==> src/rtl/morse_pkg.sv <==
// morse_pkg
// Encodings and FSM state type shared by the morse receive and playback paths.
//   SYM_NONE / SYM_SHORT / SYM_LONG : 2-bit symbol codes used in the packed word
//   MAX_SYM                         : symbols per packed character
//   state_e                         : receiver FSM states
package morse_pkg;

    localparam logic [1:0] SYM_NONE  = 2'b00;
    localparam logic [1:0] SYM_SHORT = 2'b01;
    localparam logic [1:0] SYM_LONG  = 2'b10;

    localparam int unsigned MAX_SYM = 5;

    typedef enum logic [1:0] {
        IDLE,
        PRESS,
        GAP,
        EMIT
    } state_e;

endpackage

==> src/rtl/morse_receiver_debounce.sv <==
// debounce
// Two-flop synchronizer followed by a stability filter. The output only
// follows the synchronized input after it has differed from the output for
// DEB_CYC consecutive cycles.
//   clk   : system clock
//   reset : asynchronous active-low reset (output resets to 0 = released)
//   in    : raw asynchronous level
//   out   : synchronized, debounced level
module debounce #(
    parameter int unsigned DEB_CYC = 4
) (
    input  logic clk,
    input  logic reset,
    input  logic in,
    output logic out
);

    localparam int unsigned CW = $clog2(DEB_CYC) + 1;

    logic          sync1_q, sync1_d;
    logic          sync2_q, sync2_d;
    logic [CW-1:0] cnt_q, cnt_d;
    logic          out_q, out_d;

    always_comb begin
        sync1_d = in;
        sync2_d = sync1_q;
        cnt_d   = '0;
        out_d   = out_q;
        // Any cycle where the input agrees with the output restarts the count.
        if (sync2_q != out_q) begin
            if (cnt_q == CW'(DEB_CYC - 1)) begin
                out_d = sync2_q;
            end else begin
                cnt_d = cnt_q + 1'b1;
            end
        end
    end

    always_ff @(posedge clk or negedge reset) begin
        if (!reset) begin
            sync1_q <= 1'b0;
            sync2_q <= 1'b0;
            cnt_q   <= '0;
            out_q   <= 1'b0;
        end else begin
            sync1_q <= sync1_d;
            sync2_q <= sync2_d;
            cnt_q   <= cnt_d;
            out_q   <= out_d;
        end
    end

    assign out = out_q;

endmodule

==> src/rtl/morse_receiver.sv <==
// morse_receiver
// Debounces the morse key, classifies presses as short/long by length,
// packs up to MAX_SYM symbols per character (slot 0 at [9:8]) and offers the
// finished word with a valid/ack handshake.
//   clk        : system clock
//   reset      : asynchronous active-low reset
//   key_n      : raw key, 0 = pressed, asynchronous
//   ack        : consumer accepts code (only meaningful while code_valid)
//   code       : packed character, 2 bits per slot
//   code_valid : code holds an unacknowledged character
//   overrun    : sticky, a character was dropped because code was still pending
//   busy       : a character is being assembled
module morse_receiver #(
    parameter int unsigned DEB_CYC  = 4,
    parameter int unsigned LONG_MIN = 20,
    parameter int unsigned GAP_CHAR = 40,
    parameter int unsigned CNT_W    = 16
) (
    input  logic       clk,
    input  logic       reset,
    input  logic       key_n,
    input  logic       ack,
    output logic [9:0] code,
    output logic       code_valid,
    output logic       overrun,
    output logic       busy
);

    import morse_pkg::*;

    logic key_raw;
    logic pressed;

    assign key_raw = ~key_n;

    debounce #(
        .DEB_CYC(DEB_CYC)
    ) u_debounce (
        .clk  (clk),
        .reset(reset),
        .in   (key_raw),
        .out  (pressed)
    );

    state_e           state_q, state_d;
    logic             pressed_prev_q, pressed_prev_d;
    logic [CNT_W-1:0] cnt_q, cnt_d;
    logic [2:0]       nsym_q, nsym_d;
    logic [9:0]       asm_q, asm_d;
    logic [9:0]       code_q, code_d;
    logic             code_valid_q, code_valid_d;
    logic             overrun_q, overrun_d;

    logic             rise, fall;
    logic [CNT_W-1:0] cnt_inc;
    logic [CNT_W:0]   press_len;
    logic [1:0]       sym;
    int unsigned      slot_lsb;

    assign rise = pressed & ~pressed_prev_q;
    assign fall = ~pressed & pressed_prev_q;

    always_comb begin
        state_d        = state_q;
        pressed_prev_d = pressed;
        cnt_d          = cnt_q;
        nsym_d         = nsym_q;
        asm_d          = asm_q;
        code_d         = code_q;
        code_valid_d   = code_valid_q;
        overrun_d      = overrun_q;

        cnt_inc   = (&cnt_q) ? cnt_q : cnt_q + 1'b1;
        // One bit wider so a saturated counter still classifies as long.
        press_len = {1'b0, cnt_q} + 1'b1;
        sym       = (press_len < (CNT_W + 1)'(LONG_MIN)) ? SYM_SHORT : SYM_LONG;
        slot_lsb  = 2 * (MAX_SYM - 1 - 32'(nsym_q));

        if (code_valid_q && ack) begin
            code_valid_d = 1'b0;
        end

        case (state_q)
            IDLE: begin
                cnt_d = '0;
                if (rise) begin
                    state_d = PRESS;
                end
            end
            PRESS: begin
                cnt_d = cnt_inc;
                if (fall) begin
                    asm_d[slot_lsb +: 2] = sym;
                    nsym_d               = nsym_q + 3'd1;
                    cnt_d                = '0;
                    state_d = (nsym_q == 3'(MAX_SYM - 1)) ? EMIT : GAP;
                end
            end
            GAP: begin
                if (rise) begin
                    cnt_d   = '0;
                    state_d = PRESS;
                end else begin
                    cnt_d = cnt_inc;
                    if (cnt_inc == CNT_W'(GAP_CHAR - 1)) begin
                        state_d = EMIT;
                    end
                end
            end
            EMIT: begin
                // An ack in this same cycle frees the output for the new word.
                if (code_valid_q && !ack) begin
                    overrun_d = 1'b1;
                end else begin
                    code_d       = asm_q;
                    code_valid_d = 1'b1;
                end
                asm_d   = '0;
                nsym_d  = '0;
                cnt_d   = '0;
                state_d = IDLE;
            end
            default: begin
                state_d = IDLE;
            end
        endcase
    end

    always_ff @(posedge clk or negedge reset) begin
        if (!reset) begin
            state_q        <= IDLE;
            pressed_prev_q <= 1'b0;
            cnt_q          <= '0;
            nsym_q         <= '0;
            asm_q          <= '0;
            code_q         <= '0;
            code_valid_q   <= 1'b0;
            overrun_q      <= 1'b0;
        end else begin
            state_q        <= state_d;
            pressed_prev_q <= pressed_prev_d;
            cnt_q          <= cnt_d;
            nsym_q         <= nsym_d;
            asm_q          <= asm_d;
            code_q         <= code_d;
            code_valid_q   <= code_valid_d;
            overrun_q      <= overrun_d;
        end
    end

    assign code       = code_q;
    assign code_valid = code_valid_q;
    assign overrun    = overrun_q;
    assign busy       = (state_q != IDLE);

endmodule

==> config.mk <==
export PLATFORM = sky130hd
export DESIGN_NAME = morse_receiver
export DESIGN_NICKNAME = d
export VERILOG_FILES = /design/src/rtl/morse_pkg.sv /design/src/rtl/morse_receiver_debounce.sv /design/src/rtl/morse_receiver.sv
export SDC_FILE = /design/constraint.sdc
export NUM_CORES = 1
export LEC_CHECK = 0
export BUFFER_PORTS_ARGS = -buffer_cell sky130_fd_sc_hd__buf_4
export CORE_UTILIZATION = 55
export DETAILED_ROUTE_END_ITERATION = 10
export HOLD_SLACK_MARGIN = 0.03
export PLACE_DENSITY = 0.72
export SYNTH_ARGS = -nofsm -noshare
export SYNTH_HDL_FRONTEND = slang
export SYNTH_SLANG_ARGS = --single-unit
export TNS_END_PERCENT = 100
==> constraint.sdc <==
create_clock -name clk -period 3.93 [get_ports clk]
set_input_delay 0.786 -clock clk [delete_from_list [all_inputs] [get_ports clk]]
set_output_delay 0.786 -clock clk [all_outputs]
set_load 0.01 [all_outputs]
==> results of run 1 <==
-- power groups by stage --
stage                     sequential, mW  clock (mW)  combinational (mW)
after floorplan                    0.625           0               0.350
after global placement             0.634           0               0.451
after detailed placement           0.638           0               0.459
after CTS                          0.628       0.329               0.462
after global routing               0.636       0.350               0.531
final                              0.628       0.317               0.456
-- flip-flops by register name, indices dropped and copies added, names as in the netlist, 2 cells and up --
signal	count
asm_q	10
cnt_q	16
code	10
nsym_q	3
state_q	2
u_debounce.cnt_q	3
-- cell usage in the layout (no fill, tap or decap), types with 4 or more instances in the layout --
cell / synthesis / layout
dfrtp_1: 50 / 50
nor2_1: 18 / 18
buf_4: 4 / 18
nand3_1: 16 / 16
nand2_1: 15 / 15
inv_1: 14 / 14
a21oi_1: 14 / 14
nor3_1: 11 / 11
mux2_2: 11 / 11
xnor2_1: 10 / 10
ha_1: 10 / 10
o21ai_0: 9 / 9
o22ai_1: 6 / 6
and3_1: 5 / 5
xor2_1: 5 / 5
clkbuf_8: 0 / 5
nor4_1: 4 / 4
nor2b_1: 4 / 4
a21o_1: 4 / 4
-- worst max-delay path, delay by kind of cell, from the launching register on --
kind / cells / cell delay, ns
adder cells (fa/ha/maj): 3 / 0.80
AND/OR/NAND/NOR: 6 / 1.47
AO/OA/AOI/OAI: 2 / 0.47
flip-flops: 1 / 0.39
buffers and inverters: 2 / 0.24
-- area by class of cell --
cell class	count	area, sq um	share of cell area (%)
inverters	14	52.6	1.76
clock inverters	3	28.8	0.966
repair buffers	18	135	4.53
clock buffers	5	68.8	2.31
multi-input cells	194	1360	45.6
flip-flops and latches	50	1250	42.0
well taps	67	83.8	2.81
-- layer usage --
layer,GRT usage [%],wire (um),vias up
li1,-,-,1011
met1,26.9,2340,991
met2,35.9,2470,30
met3,4.17,125,2
met4,6.54,33,0
met5,0,0,-
-- per-stage QoR --
step	hold slack, ns	power [mW]
floorplan	0.331	0.975
global placement	0.334	1.08
detailed placement	0.347	1.10
CTS	0.369	1.42
global route	0.371	1.52
finish	0.365	1.40
-- kinds of logic after synthesis --
family	count (synthesis)	synth area share [%]
flip-flops	50	45.9
multiplexers	15	6.05
AO/OA/AOI/OAI	56	13.3
XOR/XNOR	15	4.81
buffers and inverters	26	4.31
AND/OR/NAND/NOR	98	21.0
adder cells (fa/ha/maj)	10	4.59
-- worst paths after layout --
path | cells after the start | endpoint | slack [ns]
setup / recovery | 13 | asm_q[7] | 0.45
hold / removal | 0 | u_debounce.sync2_q | 0.36
setup reg to reg | 13 | asm_q[7] | 0.45
hold reg to reg | 0 | u_debounce.sync2_q | 0.36
max in group asynchronous | 1 | cnt_q[15] | 3.03
min in group asynchronous | 1 | code_valid | 0.49
==> out/results.ini, run 1 <==
[cts]
ctsResizeCount = 0
cts_tree = yes
cts_root_buffer = clkbuf_8
cts_buffers = 5
clock-sinks = 50
cts_setup_buffers = 0
ctsHoldBuffers = 0
worstSkewPairLatency_ns = 0.31
htree_levels = 2
clk_pin_slew_worst_paths_ns = 0.10
clockBufferDepth = 2

[power_and_ir_drop]
ir_worst_vdd_mv = 0.341
leakage_nw = 1.34
p_seq_share_pct = 44.8
switching_share_pct = 36.0
cellInternalPower_mw = 0.897
pwr-share-comb_pct = 32.6
pwr-share-clk_pct = 22.6
switching_power_mw = 0.504
pwr_density_cell_mw_per_mm2 = 470

[route]
postRouteAntennaNets = 0
drt_iter0_drc = 138
via_per_inst = 5.79
drc = 0
drtPass1Iterations = 4
wl_per_cell_um = 14.2
routed_wl_mm = 4.97
vias = 2034

[synthesis]
synth-edff-count = 0
yosys-top-cells-count = 50 x dfrtp_1, 18 x nor2_1, 16 x nand3_1, 15 x nand2_1
synth_flop_cell = dfrtp_1
netlist-cell-type-count = 53
syn_nets = 284
synth_top_cell_by_area = dfrtp_1
yosys_register_bits = 50
async_flop_share_pct = 100
synth.area.top_cells = dfrtp_1 46%, ha_1 4.6%, mux2_2 4.5%
syn_avg_cell_area_sq_um = 10.1
synth_seq_area_share_pct = 45.9
synthMostInstantiatedCell = dfrtp_1
yosysWarnings = 0
synthCells = 270
netlist_area_sq_mm = 0.00273
synth_top_area_share_pct = 45.9

[worst_setup_path]
slowest_stage = nor4b_1
crit_path_start = nsym_q[0]
r2r-start = nsym_q[0]
worstSetupPathType = reg2reg
start_kind = flop
worstPathArrival_ns = 3.68
cp_max_fo = 5
cp_common_cell = ha_1
crit_chain = inv_1, ha_1, ha_1, or3_1, inv_1, nand2_1, ha_1, nand4b_1, nor4b_1, o21ai_0, and4bb_2, nand2_1, a32o_1
max_stage_delay_ns = 0.43
end_kind = flop
worstPathRequired_ns = 4.13

[timing]
setup_viol = 0
slew_headroom_pct = 26.1
slew_viol_final = 0
worstMarginPinSlew_ns = 1.10
rsz0062_at_grt = no
layout_setup_ws_ns = 0.455
skew_ns = 0.00930
fmax_ghz = 0.288
fin_crit_sh_pct = 88.4
fin_setup_tns_ns = 0
finalHoldViolations = 0
period_needed_ns = 3.48

[floorplan]
fp-row-count = 25
die_height_um = 72.4
io_pins = 17
initial_core_util_pct = 57.4
design.die.area_sq_mm = 0.00525
core-area_sq_mm = 0.00475
die_x_um = 72.4

[layout]
area_delta_synth_final_pct = 9.22
final_nets = 297
antennaDiodeCount = 0
drive_gt1_share_pct = 16.2
utilization_pct = 62.7
final_cell_count_no_fill = 351
fin_area_sq_mm = 0.00298
fillers = 418

[min_path]
min-delay-path-class = reg2reg
hold_path_startpoint = u_debounce.sync1_q

[status]
outcome = finished, final reports clean

[placed_design]
gp_congestion = 0.778
placed_area_sq_mm = 0.00288
numPortBuffers = 16
hpwl_mm = 3.51
pre_cts_slack_ns = 0.488
dpl.cell_count = 343

[flow_run]
maxCapViolCount = 0

[global_route]
grt_pass1_vias = 1874
antenna_found_initial = 0
track_usage_pct = 21.0
grt_pass1_wl_mm = 8.56
grt_overflow_total = 0
grt_max_degree = 51

No activity file was read; power rests on OpenSTA's default activity.
==> run 2: changes to the inputs <==
--- a/config.mk
+++ b/config.mk
@@ -10,6 +10,7 @@
 export DETAILED_ROUTE_END_ITERATION = 10
 export HOLD_SLACK_MARGIN = 0.03
 export PLACE_DENSITY = 0.72
+export SKIP_LAST_GASP = 1
 export SYNTH_ARGS = -nofsm -noshare
 export SYNTH_HDL_FRONTEND = slang
 export SYNTH_SLANG_ARGS = --single-unit
==> constraint.sdc (replaced) <==
create_clock -name clk -period 3.9 [get_ports clk]
set_input_delay 0.78 -clock clk [delete_from_list [all_inputs] [get_ports clk]]
set_output_delay 0.78 -clock clk [all_outputs]
set_load 0.01 [all_outputs]
==> run 2 against run 1 <==
Against the previous run:
- sequential power grew 1%
- wire length fell by 0.70%
- maximum frequency grew 1.1%
- non-clock buffer count did not move
- hold slack got worse by 0.0038 ns
- die area unchanged
- global-route usage is 0.44 points higher
- clock power rose by 17%
- critical endpoint unchanged
- largest power group unchanged
==> out/results.ini, run 2 (synthesis results as in run 1) <==
[status]
outcome = finished, final reports clean

[cts]
htree_levels = 2
cts_tree = yes
worstSkewPairLatency_ns = 0.31
cts_setup_buffers = 0
cts_root_buffer = clkbuf_8
clk_pin_slew_worst_paths_ns = 0.09
cts_buffers = 5
ctsResizeCount = 0
clockBufferDepth = 2
ctsHoldBuffers = 0
clock-sinks = 50

[worst_setup_path]
max_stage_delay_ns = 0.42
start_kind = flop
worstSetupPathType = reg2reg
crit_chain = inv_1, ha_1, ha_1, or3_1, inv_1, nand2_1, ha_1, nand4b_1, nor4b_1, o21ai_0, and4bb_2, nand2_1, a32o_1
end_kind = flop
worstPathRequired_ns = 4.10
r2r_cells = 13
cp.depth = 13
worstPathArrival_ns = 3.64
slowest_stage = nor4b_1
cp.buffers_inverters = 2
cp_common_cell = ha_1
cp_top_family = simple AND/OR/NAND/NOR gates
cp_max_fo = 5

[global_route]
use_met1_pct = 28.2
busiest_layer = met2
grt_use_met3_pct = 3.75
grt_pass1_wl_mm = 8.67
antenna_found_initial = 0
grt_overflow_total = 0
track_usage_pct = 21.5
met2_usage_pct = 35.7
grt_pass1_vias = 1877
grt_max_degree = 51

[min_path]
min-delay-path-class = reg2reg
holdPathStages = 0

[timing]
fmax_ghz = 0.291
fin_setup_tns_ns = 0
slew_viol_final = 0
slew_headroom_pct = 25.3
period_needed_ns = 3.44
finalHoldViolations = 0
rsz0062_at_grt = no
skew_ns = 0.00859
fin_crit_sh_pct = 88.1
setup_viol = 0
worstMarginPinSlew_ns = 1.11

[placed_design]
gp_congestion = 0.778
numPortBuffers = 16
placed_area_sq_mm = 0.00288
hpwl_mm = 3.49

[route]
via_per_inst = 5.71
drtPass1Iterations = 5
drt_iter0_drc = 111
wl_per_cell_um = 14.1
routed_wl_mm = 4.94
vias = 2005
drc = 0
postRouteAntennaNets = 0

[power_and_ir_drop]
pwr_density_cell_mw_per_mm2 = 488
leakage_nw = 1.35
ir_worst_vdd_mv = 0.356
power_mw = 1.46

[layout]
largest_reg_flops = 16
fin_area_sq_mm = 0.00300
antennaDiodeCount = 0
layout_common_cells = 50 x dfrtp_1, 18 x nor2_1, 18 x buf_4, 16 x nand3_1, 15 x nand2_1
final_common_cell = dfrtp_1
final_nets = 297
top_register = cnt_q
area_delta_synth_final_pct = 9.77
drive_gt1_share_pct = 16.2
utilization_pct = 63.0

[floorplan]
design.die.area_sq_mm = 0.00525
die_x_um = 72.4
core-area_sq_mm = 0.00475
fp-row-count = 25
io_pins = 17
initial_core_util_pct = 57.4
die_height_um = 72.4

[flow_run]
maxCapViolCount = 0

## run 2: worst paths after layout
check                                   start            endpoint  slack, ns
max                                 nsym_q[0]            asm_q[7]       0.46
min                        u_debounce.sync1_q  u_debounce.sync2_q       0.36
max reg2reg                         nsym_q[0]            asm_q[7]       0.46
min reg2reg                u_debounce.sync1_q  u_debounce.sync2_q       0.36
max in group asynchronous               reset             code[2]       3.01
min in group asynchronous               reset             overrun       0.48
## run 2: power breakdown
part           internal [mW]  total (mW)  switching, mW
Sequential             0.576       0.634         0.0577
Clock                  0.192       0.371          0.179
Combinational          0.195       0.458          0.263
Total                  0.963        1.46          0.500
## run 2: area by class of cell
class / count / area (sq um)
clock buffer: 5 / 68.8
clock inverter: 3 / 43.8
fill: 418 / 1760
inverter: 14 / 52.6
multi-input combinational: 194 / 1360
sequential: 50 / 1250
tap: 67 / 83.8
timing repair buffer: 18 / 135
## run 2: stage by stage
step / setup WS, ns / cells / hold WS (ns)
after detailed placement: 0.456 / 343 / 0.347
after global placement: 0.590 / 343 / 0.334
after global routing: 0.118 / 351 / 0.370
after CTS: 0.445 / 351 / 0.368
after floorplan: 0.552 / 270 / 0.331
final: 0.462 / 351 / 0.361
## run 2: metal layers
layer,vias to the layer above,wire length [um],part of all wire [%]
met3,6,145,2.9
li1,1006,-,-
met1,963,2290,46
met5,-,0,0
met4,0,79,1.6
met2,30,2420,49
## run 2: worst reg2reg max path: stages, from the launching register on
cell and delay [ns]:
dfrtp_1 0.38, inv_1 0.14, ha_1 0.23, ha_1 0.28
or3_1 0.40, inv_1 0.09, nand2_1 0.06, ha_1 0.29
nand4b_1 0.11, nor4b_1 0.42, o21ai_0 0.21, and4bb_2 0.38
nand2_1 0.08, a32o_1 0.26
==> run 3: changes to the inputs <==
--- a/config.mk
+++ b/config.mk
@@ -6,10 +6,13 @@
 export NUM_CORES = 1
 export LEC_CHECK = 0
 export BUFFER_PORTS_ARGS = -buffer_cell sky130_fd_sc_hd__buf_4
-export CORE_UTILIZATION = 55
+export CELL_PAD_IN_SITES_DETAIL_PLACEMENT = 1
+export CELL_PAD_IN_SITES_GLOBAL_PLACEMENT = 2
+export CORE_UTILIZATION = 39
 export DETAILED_ROUTE_END_ITERATION = 10
 export HOLD_SLACK_MARGIN = 0.03
-export PLACE_DENSITY = 0.72
+export PLACE_DENSITY = 0.77
+export SETUP_SLACK_MARGIN = 0.3
 export SKIP_LAST_GASP = 1
 export SYNTH_ARGS = -nofsm -noshare
 export SYNTH_HDL_FRONTEND = slang
==> run 3 against run 2 <==
Against the previous run:
- total power fell by 1.2%
- critical path depth did not move
- sequential power barely moved
- wire length rose by 16%
==> out/results.ini, run 3 (synthesis results as in run 1) <==
[status]
outcome = finished, final reports clean

[worst_setup_path]
cp_max_fo = 5
start_kind = flop
slowest_stage = or3_1
cp.depth = 13
r2r_cells = 13
r2r-start = nsym_q[0]
max_stage_delay_ns = 0.41
worstPathRequired_ns = 4.11
cp_top_family = simple AND/OR/NAND/NOR gates
end_kind = flop
cp.buffers_inverters = 2
worstPathArrival_ns = 3.54
r2r-end = asm_q[7]
r2r_slack_ns = 0.57
worstSetupPathType = reg2reg
cp_common_cell = ha_1
crit_chain = inv_2, ha_1, ha_1, or3_1, inv_1, nand2_1, ha_1, nor4b_1, and4b_1, o21ai_1, and4bb_2, nand2_1, a32o_1

[cts]
cts_tree = yes
clock-sinks = 50
htree_levels = 2
worstSkewPairLatency_ns = 0.31
clk_pin_slew_worst_paths_ns = 0.10
clockBufferDepth = 2
cts_root_buffer = clkbuf_8
ctsResizeCount = 0
cts_buffers = 5
cts_setup_buffers = 0
ctsHoldBuffers = 0

[placed_design]
gp_congestion = 0.762
numPortBuffers = 16
hpwl_mm = 4.15
dpl.cell_count = 373
placed_area_sq_mm = 0.00293

[floorplan]
io_pins = 17
core-area_sq_mm = 0.00679
fp-row-count = 30
design.die.area_sq_mm = 0.00734
die_x_um = 85.7
initial_core_util_pct = 40.2
die_height_um = 85.7

[global_route]
grt_max_degree = 51
grt_pass1_vias = 2045
track_usage_pct = 17.4
grt_pass1_wl_mm = 10.2
antenna_found_initial = 0
grt_overflow_total = 0

[timing]
fin_crit_sh_pct = 85.4
slew_headroom_pct = 39.9
finalHoldViolations = 0
whs_ns = 0.356
slew_viol_final = 0
fin_setup_tns_ns = 0
skew_ns = 0.0158
fmax_ghz = 0.300
worstMarginPinSlew_ns = 0.894
rsz0062_at_grt = no
setup_viol = 0
period_needed_ns = 3.33

[route]
drtPass1Iterations = 4
drc = 0
routed_wl_mm = 5.74
wl_per_cell_um = 15.1
postRouteAntennaNets = 0
via_per_inst = 5.32
drt_iter0_drc = 89
vias = 2026

[power_and_ir_drop]
power_mw = 1.44
pwr_density_cell_mw_per_mm2 = 477
ir_worst_vdd_mv = 0.158
leakage_nw = 1.34

[min_path]
holdPathStages = 0
hold_path_end = u_debounce.sync2_q
hold_path_startpoint = u_debounce.sync1_q
min-delay-path-class = reg2reg

[layout]
multi_input_area_sq_mm = 0.00137
top_register = cnt_q
largest_reg_flops = 16
fillers = 782
final_nets = 298
final_common_cell = dfrtp_1
antennaDiodeCount = 0
area_delta_synth_final_pct = 11.0
final_cell_count_no_fill = 381
fin_area_sq_mm = 0.00303
regArea_sq_mm = 0.00125
layout_common_cells = 50 x dfrtp_1, 19 x buf_4, 18 x nor2_1, 16 x nand3_1, 15 x nand2_1
drive_gt1_share_pct = 17.2

[flow_run]
maxCapViolCount = 0

==> run 3: routing by layer <==
| metal | GRT usage [%] | part of all wire, % | vias to the layer above |
|---|---|---|---|
| met5 | 0 | 0 | - |
| met4 | 4.09 | 0.54 | 0 |
| met3 | 2.89 | 1.6 | 2 |
| met2 | 30.3 | 50 | 14 |
| met1 | 22.7 | 47 | 1003 |
| li1 | - | - | 1007 |
==> run 3: power breakdown <==
| group | total (mW) | leakage [nW] | internal [mW] | switching (mW) |
|---|---|---|---|---|
| Sequential | 0.632 | 0.679 | 0.576 | 0.0557 |
| Combinational | 0.491 | 0.615 | 0.208 | 0.283 |
| Clock | 0.322 | 0.0491 | 0.132 | 0.190 |
==> run 3: area by class of cell <==
cell class	instances	area share, %
clock buffers	5	2.27
clock inverters	3	0.868
inverters	14	1.74
multi-input cells	194	45.1
flip-flops and latches	50	41.3
well taps	96	3.97
repair buffers	19	4.71
==> run 3: through the flow <==
| step | utilization (%) | worst slack [ns] |
|---|---|---|
| floorplan | - | 0.552 |
| global placement | 43.1 | 0.558 |
| detailed placement | 43.1 | 0.402 |
| CTS | 44.5 | 0.394 |
| global route | 44.6 | 0.303 |
| finish | 44.6 | 0.570 |
==> run 3: worst max path at each step <==
stage | startpoint | end | slack, ns
finish | nsym_q[0] | asm_q[7] | 0.57
global route | nsym_q[0] | asm_q[6] | 0.30
CTS | nsym_q[0] | asm_q[7] | 0.39
detailed placement | nsym_q[0] | asm_q[7] | 0.40
global placement | nsym_q[0] | asm_q[7] | 0.56
floorplan | nsym_q[0] | asm_q[7] | 0.55
